===== src/rtl/cpu_run_ctrl.sv =====
// rtl/cpu_run_ctrl.sv - run/step/halt sequencer producing a single-cycle CPU clock-enable
module cpu_run_ctrl #(
    parameter int DIV_W = 25,
    parameter int DEB_W = 16,
    parameter int CNT_W = 16
) (
    input  logic             clk,
    input  logic             reset,
    input  logic             run_sw,
    input  logic             step_btn,
    input  logic             halt_req,
    output logic             cpu_en,
    output logic [1:0]       state,
    output logic [CNT_W-1:0] tick_count
);
    typedef enum logic [1:0] {
        ST_STOPPED = 2'b00,
        ST_RUN     = 2'b01,
        ST_STEP    = 2'b10,
        ST_HALTED  = 2'b11
    } state_t;

    localparam logic [DEB_W-1:0] DEB_MAX = '1;
    localparam logic [DIV_W-1:0] DIV_MAX = '1;

    state_t           r_state;
    state_t           w_state_nxt;
    logic             r_run_s1;
    logic             r_run_s2;
    logic             r_btn_s1;
    logic             r_btn_s2;
    logic             r_run_db;
    logic             r_btn_db;
    logic             r_btn_db_d;
    logic [DEB_W-1:0] r_run_cnt;
    logic [DEB_W-1:0] r_btn_cnt;
    logic [DIV_W-1:0] r_presc;
    logic [DIV_W-1:0] w_presc_nxt;
    logic             r_cpu_en;
    logic             w_cpu_en_nxt;
    logic [CNT_W-1:0] r_tick;
    logic             w_step_evt;

    // Two-flop synchronisers feeding stability-counting debouncers.
    always_ff @(posedge clk) begin
        if (reset) begin
            r_run_s1   <= 1'b0;
            r_run_s2   <= 1'b0;
            r_btn_s1   <= 1'b0;
            r_btn_s2   <= 1'b0;
            r_run_db   <= 1'b0;
            r_btn_db   <= 1'b0;
            r_btn_db_d <= 1'b0;
            r_run_cnt  <= '0;
            r_btn_cnt  <= '0;
        end else begin
            r_run_s1   <= run_sw;
            r_run_s2   <= r_run_s1;
            r_btn_s1   <= step_btn;
            r_btn_s2   <= r_btn_s1;
            r_btn_db_d <= r_btn_db;

            if (r_run_s2 == r_run_db) begin
                r_run_cnt <= '0;
            end else if (r_run_cnt == DEB_MAX) begin
                r_run_db  <= r_run_s2;
                r_run_cnt <= '0;
            end else begin
                r_run_cnt <= r_run_cnt + 1'b1;
            end

            if (r_btn_s2 == r_btn_db) begin
                r_btn_cnt <= '0;
            end else if (r_btn_cnt == DEB_MAX) begin
                r_btn_db  <= r_btn_s2;
                r_btn_cnt <= '0;
            end else begin
                r_btn_cnt <= r_btn_cnt + 1'b1;
            end
        end
    end

    assign w_step_evt = r_btn_db & ~r_btn_db_d;

    always_comb begin
        w_state_nxt  = r_state;
        w_presc_nxt  = r_presc;
        w_cpu_en_nxt = 1'b0;
        case (r_state)
            ST_STOPPED: begin
                if (halt_req) begin
                    w_state_nxt = ST_HALTED;
                end else if (r_run_db) begin
                    w_state_nxt = ST_RUN;
                    w_presc_nxt = '0;
                end else if (w_step_evt) begin
                    w_state_nxt  = ST_STEP;
                    w_cpu_en_nxt = 1'b1;
                end
            end
            ST_RUN: begin
                // A falling run switch beats a terminal-count pulse.
                if (halt_req) begin
                    w_state_nxt = ST_HALTED;
                end else if (!r_run_db) begin
                    w_state_nxt = ST_STOPPED;
                end else if (r_presc == DIV_MAX) begin
                    w_presc_nxt  = '0;
                    w_cpu_en_nxt = 1'b1;
                end else begin
                    w_presc_nxt = r_presc + 1'b1;
                end
            end
            ST_STEP: begin
                w_state_nxt = halt_req ? ST_HALTED : ST_STOPPED;
            end
            ST_HALTED: begin
                w_state_nxt = ST_HALTED;
            end
        endcase
    end

    always_ff @(posedge clk) begin
        if (reset) begin
            r_state  <= ST_STOPPED;
            r_presc  <= '0;
            r_cpu_en <= 1'b0;
            r_tick   <= '0;
        end else begin
            r_state  <= w_state_nxt;
            r_presc  <= w_presc_nxt;
            r_cpu_en <= w_cpu_en_nxt;
            if (r_cpu_en) begin
                r_tick <= r_tick + 1'b1;
            end
        end
    end

    assign cpu_en     = r_cpu_en;
    assign state      = r_state;
    assign tick_count = r_tick;

endmodule


===== config.mk =====
export PLATFORM = sky130hd
export DESIGN_NAME = cpu_run_ctrl
export DESIGN_NICKNAME = d
export VERILOG_FILES = /design/src/rtl/cpu_run_ctrl.sv
export SDC_FILE = /design/constraint.sdc
export NUM_CORES = 1
export LEC_CHECK = 0
export ABC_CLOCK_PERIOD_IN_PS = 1700
export BUFFER_PORTS_ARGS = -buffer_cell sky130_fd_sc_hd__buf_2
export CELL_PAD_IN_SITES_DETAIL_PLACEMENT = 1
export CELL_PAD_IN_SITES_GLOBAL_PLACEMENT = 1
export CORE_MARGIN = 1
export CORE_UTILIZATION = 30
export CTS_BUF_LIST = sky130_fd_sc_hd__clkbuf_4
export DETAILED_ROUTE_END_ITERATION = 8
export PLACE_DENSITY_LB_ADDON = 0.1
export SLEW_MARGIN = 40
export SYNTH_ARGS = -nofsm -noshare
export SYNTH_HDL_FRONTEND = slang
export SYNTH_SLANG_ARGS = --single-unit

===== constraint.sdc =====
create_clock -name clk -period 1.7 [get_ports clk]
set_clock_uncertainty 0.15 [all_clocks]
set_input_delay 0.34 -clock clk [delete_from_list [all_inputs] [get_ports clk]]
set_output_delay 0.34 -clock clk [all_outputs]
set_load 0.01 [all_outputs]

==> impl_metrics.env, run 1 <==
export IMPL_outcome="complete, but fails checks"
export IMPL_violations="negative setup slack"
export IMPL_initial_core_util_pct=30.6
export IMPL_power_report_internal_total_mw=2.88
export IMPL_cts_htree_levels=3
export IMPL_place_area_um2=4960
export IMPL_clock_tree_root_cell="sky130_fd_sc_hd__clkbuf_4"
export IMPL_dp_final_hpwl_um=7650
export IMPL_hold_viol_final=0
export IMPL_cellPowerDensity_nw_per_um2=715
export IMPL_timing_critical_path_slowest_stage_cell="sky130_fd_sc_hd__dfxtp_4"
export IMPL_drc_errors=0
export IMPL_clk_latency_ps=460
export IMPL_fraction_of_layout_instances_using_a_drive_strength_above_1_pct=42.0
export IMPL_core_area_um2=12600
export IMPL_power_switching_mw=1.13
export IMPL_die_area_um2=13300
export IMPL_static_leakage_power_nw=2.22
export IMPL_dr_pass1_iters=4
export IMPL_dr_first_iter_drc_count=93
export IMPL_fin_setup_tns_ps=-188
export IMPL_reg2reg_to="r_presc[19]"
export IMPL_cp_top_family="simple AND/OR/NAND/NOR gates"
export IMPL_tritoncts="built"
export IMPL_cts_clk_slew_worst_paths_ps=130
export IMPL_worst_slack_ps=-39.2
export IMPL_routabilityCongestion=0.703
export IMPL_critical_path_class="reg2reg"
export IMPL_syn_mean_instance_area_um2=8.53
export IMPL_worst_ep_required_time_ps=1900
export IMPL_timing_critical_path_buf_inv=0
export IMPL_grt_pass1_wl_um=17800
export IMPL_ff2ff_setup_slack_ps=-40
export IMPL_synth_ff_latch_count=83
export IMPL_timing_max_cap_violations=0
export IMPL_crit_path_dat_ps=1940
export IMPL_vias=3553
export IMPL_synth_edff_count=0
export IMPL_worst_pin_slew_ps=293
export IMPL_rr_startpoint="r_presc[1]"
export IMPL_cts_inserted_buffers=9
export IMPL_hold_path_startpoint="halt_req"
export IMPL_netlist_instances=451
export IMPL_achievable_frequency_mhz=575
export IMPL_final_util_pct=44.5
export IMPL_worstSetupStartpoint="r_presc[1]"
export IMPL_synth_sequential_area_ratio_pct=43.2
export IMPL_peakVddDrop_mv=0.232
export IMPL_cts_max_path_buffers=2
export IMPL_dominantRegCellSynth="sky130_fd_sc_hd__dfxtp_1"
export IMPL_grt_start_max_net_pins=20
export IMPL_worst_path_max_fanout=7
export IMPL_cts_sinks=83
export IMPL_net_count_after_synthesis=463
export IMPL_reg2regPathDepth=6
export IMPL_routed_wire_length_per_instance_um=14.0
export IMPL_layoutNonFillerInstCount=756
export IMPL_yosysWarnings=0
export IMPL_number_of_diodes=0
export IMPL_comb_power_share_pct=20.7
export IMPL_critical_path_cell_chain="ha_4 > nand3_1 > nor2_4 > a31oi_4 > and3_1 > a221o_1"
export IMPL_power_switching_fraction_pct=28.1
export IMPL_seq_power_share_pct=50.4
export IMPL_setup_worst_path_end_class="register"
export IMPL_proportion_of_register_bits_with_asynchronous_set_or_reset_after_synthesis_pct=0
export IMPL_finalWorstPathRequiredPeriod_ps=1740
export IMPL_grtUsageTotal_pct=17.2
export IMPL_startpoint_type="register"
export IMPL_cp_slowest_stage_delay_ps=390
export IMPL_timing_final_setup_violations=16
export IMPL_syn_area_um2=3850
export IMPL_crit_end="r_presc[19]"
export IMPL_layout_nets=591
export IMPL_place_worst_setup_slack_ps=-124
export IMPL_grt_antenna_before_repair=0
export IMPL_dp_cells=723
export IMPL_fp_dieW_um=115
export IMPL_routed_via_density=4.70
export IMPL_drv_slew=0
export IMPL_layout_cell_area_non_filler_um2=5600
export IMPL_maxSlewHeadroom_pct=80.4
export IMPL_synthToLayoutAreaGrowth_pct=45.5
export IMPL_wl_um=10600
export IMPL_synthDistinctLibCells=49
export IMPL_crit_cells=6
export IMPL_core_rowCount=41
export IMPL_rsz_0062_raised_after_global_routing="yes"
export IMPL_global_route_overflow_total=0
export IMPL_clockPowerShare_pct=28.9
export IMPL_hp_class="in2reg"
export IMPL_fin_crit_sh_pct=102
export IMPL_route_antenna_remaining_nets=0
export IMPL_io_buffer_count=23
export IMPL_ioPinCount=24
export IMPL_die_y_um=115
export IMPL_via_count_of_the_first_global_routing_pass=3824
-- flip-flops by register name, summed over array words and instances (netlist names) --
name,cells
r_run_cnt,16
r_run_s1,1
tick_count,16
r_run_db,1
r_btn_s1,1
r_btn_db,1
r_presc,25
cpu_en,1
r_btn_cnt,16
r_btn_s2,1
r_btn_db_d,1
state,2
r_run_s2,1
-- stage by stage --
| step | power [mW] | hold WS [ps] |
|---|---|---|
| after floorplan | 2.47 | 264 |
| after global placement | 2.76 | 272 |
| after detailed placement | 2.79 | 293 |
| after CTS | 4.02 | 241 |
| after global routing | 4.22 | 268 |
| final | 4.00 | 268 |
-- worst min path at each step --
stage	to	slack, ps	cells after the start
2_1_floorplan	r_btn_s2	260	1
3_3_place_gp	r_run_s2	270	1
3_5_place_dp	r_btn_s2	290	1
4_1_cts	cpu_en	240	5
5_1_grt	state[0]	270	6
6_report	state[0]	270	6
-- power groups by stage --
stage | sequential [mW] | clock (mW) | combinational (mW)
2_1_floorplan | 2.07 | 0 | 0.392
3_3_place_gp | 2.06 | 0 | 0.706
3_5_place_dp | 2.06 | 0 | 0.726
4_1_cts | 2.02 | 1.22 | 0.779
5_1_grt | 2.02 | 1.29 | 0.905
6_report | 2.02 | 1.16 | 0.827
-- cell families (layout without fill, tap and decap cells) --
group                    Yosys count  in the layout  synth area share [%]
multiplexers                       4              4                  1.04
adder cells (fa/ha/maj)            7              7                  2.28
AO/OA/AOI/OAI                     38             38                  6.57
AND/OR/NAND/NOR                  240            240                  32.3
buffers and inverters             27            160                  2.83
XOR/XNOR                          52             52                  11.8
flip-flops                        83             83                  43.2
-- cell type report --
cell class | instances | area (um2)
Clock buffer | 10 | 75.1
Clock inverter | 6 | 56.3
Fill cell | 1472 | 6970
Inverter | 11 | 43.8
Multi-Input combinational cell | 341 | 2470
Sequential cell | 83 | 1710
Tap cell | 172 | 215
Timing Repair Buffer | 133 | 1020
-- Yosys cell counts, types with 5 or more instances --
master	instances	area, um2
sky130_fd_sc_hd__xnor2_1	19	166
sky130_fd_sc_hd__dfxtp_1	83	1660
sky130_fd_sc_hd__inv_1	11	41.3
sky130_fd_sc_hd__ha_1	7	87.6
sky130_fd_sc_hd__xor2_1	33	289
sky130_fd_sc_hd__nand2_1	34	128
sky130_fd_sc_hd__nand3_1	37	185
sky130_fd_sc_hd__and3_1	14	87.6
sky130_fd_sc_hd__a21oi_1	13	65.1
sky130_fd_sc_hd__a31oi_1	8	50.1
sky130_fd_sc_hd__nand4_1	18	113
sky130_fd_sc_hd__nor3_1	10	50.1
sky130_fd_sc_hd__nor2_1	82	308
sky130_fd_sc_hd__nor2b_1	5	31.3
sky130_fd_sc_hd__buf_2	6	30.0
sky130_fd_sc_hd__clkbuf_1	9	33.8
sky130_fd_sc_hd__nand2b_1	10	62.6
-- routing by layer --
layer  GRT usage [%]  routed length [um]
met5               0                   0
met2            30.7                5380
met1            20.1                4810
met3            2.69                 175
met4            7.79                 222
-- worst register-to-register path, stage by stage (launching register included) --
cell and delay [ps]:
sky130_fd_sc_hd__dfxtp_4 390, sky130_fd_sc_hd__ha_4 130, sky130_fd_sc_hd__nand3_1 110, sky130_fd_sc_hd__nor2_4 210, sky130_fd_sc_hd__a31oi_4 170, sky130_fd_sc_hd__and3_1 200, sky130_fd_sc_hd__a221o_1 260
-- placed cells by master (no fill, tap or decap), drive strengths merged, types with 11 or more instances in the layout --
cell,n
buf,128
nor2,83
dfxtp,83
nand3,37
nand2,34
xor2,33
nand4,21
xnor2,19
and3,14
a21oi,13
clkbuf,11
inv,11
nor3,11
-- timing repair --
| action | in CTS | in global routing |
|---|---|---|
| setup buffers | 7 | 5 |
| hold buffers | 4 | 0 |
| setup endpoints to repair | 42 | 58 |
| cloned | 0 | 1 |
| gates resized for setup | 34 | 63 |
| endpoints found under the hold margin | 5 | 0 |
| pin swaps | 13 | 26 |
Note: power is estimated with default switching activity, not from simulation.
==> run 2, diff against run 1 <==
--- a/config.mk
+++ b/config.mk
@@ -5,7 +5,7 @@
 export SDC_FILE = /design/constraint.sdc
 export NUM_CORES = 1
 export LEC_CHECK = 0
-export ABC_CLOCK_PERIOD_IN_PS = 1700
+export ABC_CLOCK_PERIOD_IN_PS = 1900
 export BUFFER_PORTS_ARGS = -buffer_cell sky130_fd_sc_hd__buf_2
 export CELL_PAD_IN_SITES_DETAIL_PLACEMENT = 1
 export CELL_PAD_IN_SITES_GLOBAL_PLACEMENT = 1
==> constraint.sdc (replaced) <==
create_clock -name clk -period 1.9 [get_ports clk]
set_clock_uncertainty 0.15 [all_clocks]
set_input_delay 0.38 -clock clk [delete_from_list [all_inputs] [get_ports clk]]
set_output_delay 0.38 -clock clk [all_outputs]
set_load 0.01 [all_outputs]
==> impl_metrics.env, run 2 (synthesis gave the netlist of run 1 again) <==
export IMPL_outcome="completed"
export IMPL_drc_errors=0
export IMPL_layoutNonFillerInstCount=707
export IMPL_fin_worst_hold_slack_ps=156
export IMPL_achievable_frequency_mhz=543
export IMPL_routed_wire_length_per_instance_um=13.2
export IMPL_tritoncts="built"
export IMPL_initial_core_util_pct=30.6
export IMPL_startpoint_type="register"
export IMPL_registers_top_by_ff_count="r_presc"
export IMPL_worst_ep_required_time_ps=2100
export IMPL_static_leakage_power_nw=1.83
export IMPL_power_report_internal_total_mw=2.31
export IMPL_dp_final_hpwl_um=6810
export IMPL_setup_worst_path_end_class="register"
export IMPL_crit_path_dat_ps=2040
export IMPL_core_rowCount=41
export IMPL_synthToLayoutAreaGrowth_pct=24.1
export IMPL_fin_crit_sh_pct=97.0
export IMPL_io_buffer_count=23
export IMPL_drv_slew=0
export IMPL_total_power_mw=3.22
export IMPL_route_antenna_remaining_nets=0
export IMPL_dp_cells=682
export IMPL_comb_power_share_pct=15.3
export IMPL_place_area_um2=4510
export IMPL_dr_pass1_iters=4
export IMPL_finalWorstPathRequiredPeriod_ps=1840
export IMPL_grt_pass1_wl_um=15600
export IMPL_final_common_cell="sky130_fd_sc_hd__nor2_1"
export IMPL_routed_via_density=4.83
export IMPL_timing_critical_path_slowest_stage_cell="sky130_fd_sc_hd__dfxtp_1"
export IMPL_cellPowerDensity_nw_per_um2=674
export IMPL_timing_final_setup_violations=0
export IMPL_maxSlewHeadroom_pct=74.5
export IMPL_dr_first_iter_drc_count=92
export IMPL_routabilityCongestion=0.741
export IMPL_peakVddDrop_mv=0.347
export IMPL_cts_htree_levels=3
export IMPL_layout_nets=542
export IMPL_number_of_diodes=0
export IMPL_fp_dieW_um=115
export IMPL_hp_class="in2reg"
export IMPL_clock_tree_root_cell="sky130_fd_sc_hd__clkbuf_4"
export IMPL_ioPinCount=24
export IMPL_clk_latency_ps=460
export IMPL_power_switching_uw=909
export IMPL_cts_inserted_buffers=9
export IMPL_cp_slowest_stage_delay_ps=390
export IMPL_cts_max_path_buffers=2
export IMPL_global_route_overflow_total=0
export IMPL_worst_path_max_fanout=10
export IMPL_hold_viol_final=0
export IMPL_grt_start_max_net_pins=20
export IMPL_clockPowerShare_pct=29.3
export IMPL_core_area_um2=12600
export IMPL_critical_path_class="reg2reg"
export IMPL_largest_register_ffs=25
export IMPL_grt_antenna_before_repair=0
export IMPL_timing_max_cap_violations=0
export IMPL_via_count_of_the_first_global_routing_pass=3276
export IMPL_layout_common_cells="sky130_fd_sc_hd__nor2_1 (79), sky130_fd_sc_hd__dfxtp_1 (72), sky130_fd_sc_hd__buf_4 (58)"
export IMPL_grtUsageTotal_pct=15.2
export IMPL_cts_sinks=83
export IMPL_seq_power_share_pct=55.4
export IMPL_worst_pin_slew_ps=379
export IMPL_wl_um=9360
export IMPL_die_y_um=115
export IMPL_layout_cell_area_non_filler_um2=4780
export IMPL_rsz_0062_raised_after_global_routing="yes"
export IMPL_vias=3412
export IMPL_power_switching_fraction_pct=28.2
export IMPL_cts_clk_slew_worst_paths_ps=130
export IMPL_die_area_um2=13300
export IMPL_filler_cell_count=1517
export IMPL_critical_path_cell_chain="ha_1 > nand3_1 > nor2_4 > a31oi_1 > buf_4 > and3_1 > a221o_1"
export IMPL_fraction_of_layout_instances_using_a_drive_strength_above_1_pct=24.5
## run 2: cell types whose count changed in the layout (fill, tap and decap cells not counted), sizes merged
cell         previous run  this run
clkinvlp                2         0
dlygate4sd3             4         2
bufinv                  1         0
buf                   128        82
clkinv                  3         4
clkbuf                 11        12
## run 2: metal layers
| metal | vias to the layer above | part of all wire, % | track usage [%] |
|---|---|---|---|
| li1 | 1719 | - | - |
| met3 | 17 | 2.7 | 4.06 |
| met4 | 0 | 2.6 | 7.27 |
| met5 | - | 0 | 0 |
| met1 | 1643 | 48 | 18.8 |
| met2 | 33 | 46 | 24.5 |
## run 2: through the flow
step / worst slack (ps) / utilization (%) / setup TNS (ps)
floorplan: -3.36 / - / -3.36
detailed placement: 3.65 / 35.9 / 0
finish: 57.0 / 38.0 / 0
global placement: 19.0 / 35.9 / 0
CTS: 7.29 / 37.0 / 0
global route: -68.4 / 38.0 / -159
## run 2: worst max-delay path: cells and delay by family, from the launching register on
| family | cells | cell delay [ps] |
|---|---|---|
| flops | 1 | 390 |
| fa+ha+maj | 1 | 190 |
| buf+inv | 1 | 170 |
| simple gates | 3 | 500 |
| compound gates | 2 | 350 |
## run 2: worst paths after layout
kind	start	to	slack, ps	cells past startpoint
setup / recovery	r_presc[1]	r_presc[19]	60	7
hold / removal	reset	r_presc[16]	160	3
setup reg to reg	r_presc[1]	r_presc[19]	60	7
hold reg to reg	r_run_s1	r_run_s2	310	1
## run 2: what timing repair did
| item | CTS | global route |
|---|---|---|
| pin swaps | 0 | 8 |
| resized for setup | 2 | 24 |
| hold buffers | 2 | 0 |
| setup buffers | 0 | 7 |
| endpoints found under the hold margin | 2 | 0 |
| setup endpoints to repair | 2 | 30 |
## run 2: final cells by class
| type | instances | area (um2) | area share (%) |
|---|---|---|---|
| well taps | 172 | 215 | 4.51 |
| flip-flops and latches | 83 | 1680 | 35.2 |
| clock buffers | 12 | 90.1 | 1.89 |
| repair buffers | 84 | 591 | 12.4 |
| multi-input cells | 341 | 2130 | 44.6 |
| clock inverters | 4 | 27.5 | 0.576 |
| inverters | 11 | 41.3 | 0.865 |
## run 2: power by group through the flow
stage	registers [mW]	logic (mW)	clock network (mW)
2_1_floorplan	1.84	0.278	0
3_3_place_gp	1.82	0.471	0
3_5_place_dp	1.82	0.474	0
4_1_cts	1.79	0.481	1.02
5_1_grt	1.79	0.545	1.08
6_report	1.78	0.491	0.942
==> run 3, diff against run 2 <==
--- a/config.mk
+++ b/config.mk
@@ -5,13 +5,14 @@
 export SDC_FILE = /design/constraint.sdc
 export NUM_CORES = 1
 export LEC_CHECK = 0
-export ABC_CLOCK_PERIOD_IN_PS = 1900
+export ABC_CLOCK_PERIOD_IN_PS = 1800
 export BUFFER_PORTS_ARGS = -buffer_cell sky130_fd_sc_hd__buf_2
 export CELL_PAD_IN_SITES_DETAIL_PLACEMENT = 1
 export CELL_PAD_IN_SITES_GLOBAL_PLACEMENT = 1
 export CORE_MARGIN = 1
 export CORE_UTILIZATION = 30
 export CTS_BUF_LIST = sky130_fd_sc_hd__clkbuf_4
+export CTS_CLUSTER_SIZE = 14
 export DETAILED_ROUTE_END_ITERATION = 8
 export PLACE_DENSITY_LB_ADDON = 0.1
 export SLEW_MARGIN = 40
==> constraint.sdc (replaced) <==
create_clock -name clk -period 1.8 [get_ports clk]
set_clock_uncertainty 0.15 [all_clocks]
set_input_delay 0.36 -clock clk [delete_from_list [all_inputs] [get_ports clk]]
set_output_delay 0.36 -clock clk [all_outputs]
set_load 0.01 [all_outputs]
==> impl_metrics.env, run 3 (synthesis gave the netlist of run 1 again) <==
export IMPL_outcome="completed"
export IMPL_startpoint_type="register"
export IMPL_critical_path_cell_chain="buf_6 > nand4_1 > nor4_4 > nand3_1 > or4_1 > a31oi_1"
export IMPL_place_worst_setup_slack_ps=-74.0
export IMPL_gr_util_met2_pct=25.0
export IMPL_io_buffer_count=23
export IMPL_achievable_frequency_mhz=561
export IMPL_cp_slowest_stage_delay_ps=410
export IMPL_vias=3415
export IMPL_worst_ep_required_time_ps=2060
export IMPL_clock_tree_root_cell="sky130_fd_sc_hd__clkbuf_4"
export IMPL_cts_clk_slew_worst_paths_ps=150
export IMPL_hold_viol_final=0
export IMPL_route_antenna_remaining_nets=0
export IMPL_number_of_diodes=0
export IMPL_dr_pass1_iters=4
export IMPL_peakVddDrop_mv=0.435
export IMPL_cts_inserted_buffers=9
export IMPL_busiest_layer="met2"
export IMPL_die_area_um2=13300
export IMPL_fin_worst_hold_slack_ps=57.9
export IMPL_wl_um=9810
export IMPL_static_leakage_power_nw=1.95
export IMPL_cellPowerDensity_nw_per_um2=688
export IMPL_initial_core_util_pct=30.6
export IMPL_cts_sinks=83
export IMPL_critical_path_class="reg2reg"
export IMPL_final_common_cell="sky130_fd_sc_hd__nor2_1"
export IMPL_maxSlewHeadroom_pct=79.5
export IMPL_timing_critical_path_buf_inv=1
export IMPL_cts_max_path_buffers=2
export IMPL_synthToLayoutAreaGrowth_pct=31.7
export IMPL_grt_pass1_wl_um=16000
export IMPL_grt_util_met1_pct=20.0
export IMPL_final_util_pct=40.3
export IMPL_core_area_um2=12600
export IMPL_registers_top_by_ff_count="r_presc"
export IMPL_worst_slack_ps=18.4
export IMPL_die_y_um=115
export IMPL_fin_setup_tns_ps=0
export IMPL_grt_antenna_before_repair=0
export IMPL_ioPinCount=24
export IMPL_fin_crit_sh_pct=99.0
export IMPL_routabilityCongestion=0.751
export IMPL_worst_pin_slew_ps=305
export IMPL_cts_htree_levels=3
export IMPL_grt_met3_usage_pct=3.80
export IMPL_setup_worst_path_end_class="register"
export IMPL_fp_dieW_um=115
export IMPL_timing_max_cap_violations=0
export IMPL_drv_slew=0
export IMPL_timing_critical_path_slowest_stage_cell="sky130_fd_sc_hd__or4_1"
export IMPL_clk_latency_ps=470
export IMPL_finalWorstPathRequiredPeriod_ps=1780
export IMPL_worst_path_max_fanout=3
export IMPL_grt_start_max_net_pins=19
export IMPL_layout_nets=557
export IMPL_grtUsageTotal_pct=15.5
export IMPL_routed_wire_length_per_instance_um=13.6
export IMPL_global_route_overflow_total=0
export IMPL_layout_common_cells="sky130_fd_sc_hd__nor2_1 (79), sky130_fd_sc_hd__buf_4 (65), sky130_fd_sc_hd__dfxtp_1 (64)"
export IMPL_tritoncts="built"
export IMPL_timing_final_setup_violations=0
export IMPL_dp_final_hpwl_um=7000
export IMPL_core_rowCount=41
export IMPL_largest_register_ffs=25
export IMPL_fraction_of_layout_instances_using_a_drive_strength_above_1_pct=31.3
export IMPL_via_count_of_the_first_global_routing_pass=3402
export IMPL_hp_class="in2reg"
export IMPL_dr_first_iter_drc_count=68
export IMPL_drc_errors=0
export IMPL_rsz_0062_raised_after_global_routing="yes"
export IMPL_cp_top_family="simple AND/OR/NAND/NOR gates"
export IMPL_crit_path_dat_ps=2040
export IMPL_routed_via_density=4.73
run 3: final timing paths:
kind                            slack [ps]        from           to  depth (start not counted)
worst max-delay path                    20  r_presc[1]  r_presc[23]                          6
worst min-delay path                    60       reset   r_presc[0]                          2
worst max register to register          20  r_presc[1]  r_presc[23]                          6
worst min register to register         310    r_btn_s1     r_btn_s2                          1
run 3: cell type report:
class | count | area, um2
Timing Repair Buffer | 99 | 736
Inverter | 11 | 41.3
Multi-Input combinational cell | 341 | 2260
Sequential cell | 83 | 1690
Clock buffer | 9 | 67.6
Tap cell | 172 | 215
Fill cell | 1496 | 7500
Clock inverter | 7 | 52.6
run 3: stage by stage:
| stage | power [mW] | cell area [um2] | std cells |
|---|---|---|---|
| after floorplan | 2.25 | 3890 | 451 |
| after global placement | 2.42 | 4640 | 693 |
| after detailed placement | 2.43 | 4640 | 693 |
| after CTS | 3.48 | 4820 | 714 |
| after global routing | 3.68 | 5070 | 722 |
| final | 3.48 | 5070 | 722 |
run 3: routing by layer:
metal,wire (um),vias up
met5,0,-
met4,132,0
met3,211,9
met2,4650,21
met1,4820,1642
li1,-,1743
run 3: where the power goes:
group	switching, mW	internal [mW]
Clock	0.715	0.287
Sequential	0.0278	1.87
Combinational	0.321	0.269
run 3: what timing repair did:
action / in CTS / in global routing
gates cloned: 0 / 1
hold buffers: 2 / 0
endpoints found under the hold margin: 2 / 0
buffers inserted: 3 / 7
gates resized for setup: 9 / 49
pin swaps: 6 / 8
endpoints found under the setup margin: 8 / 49
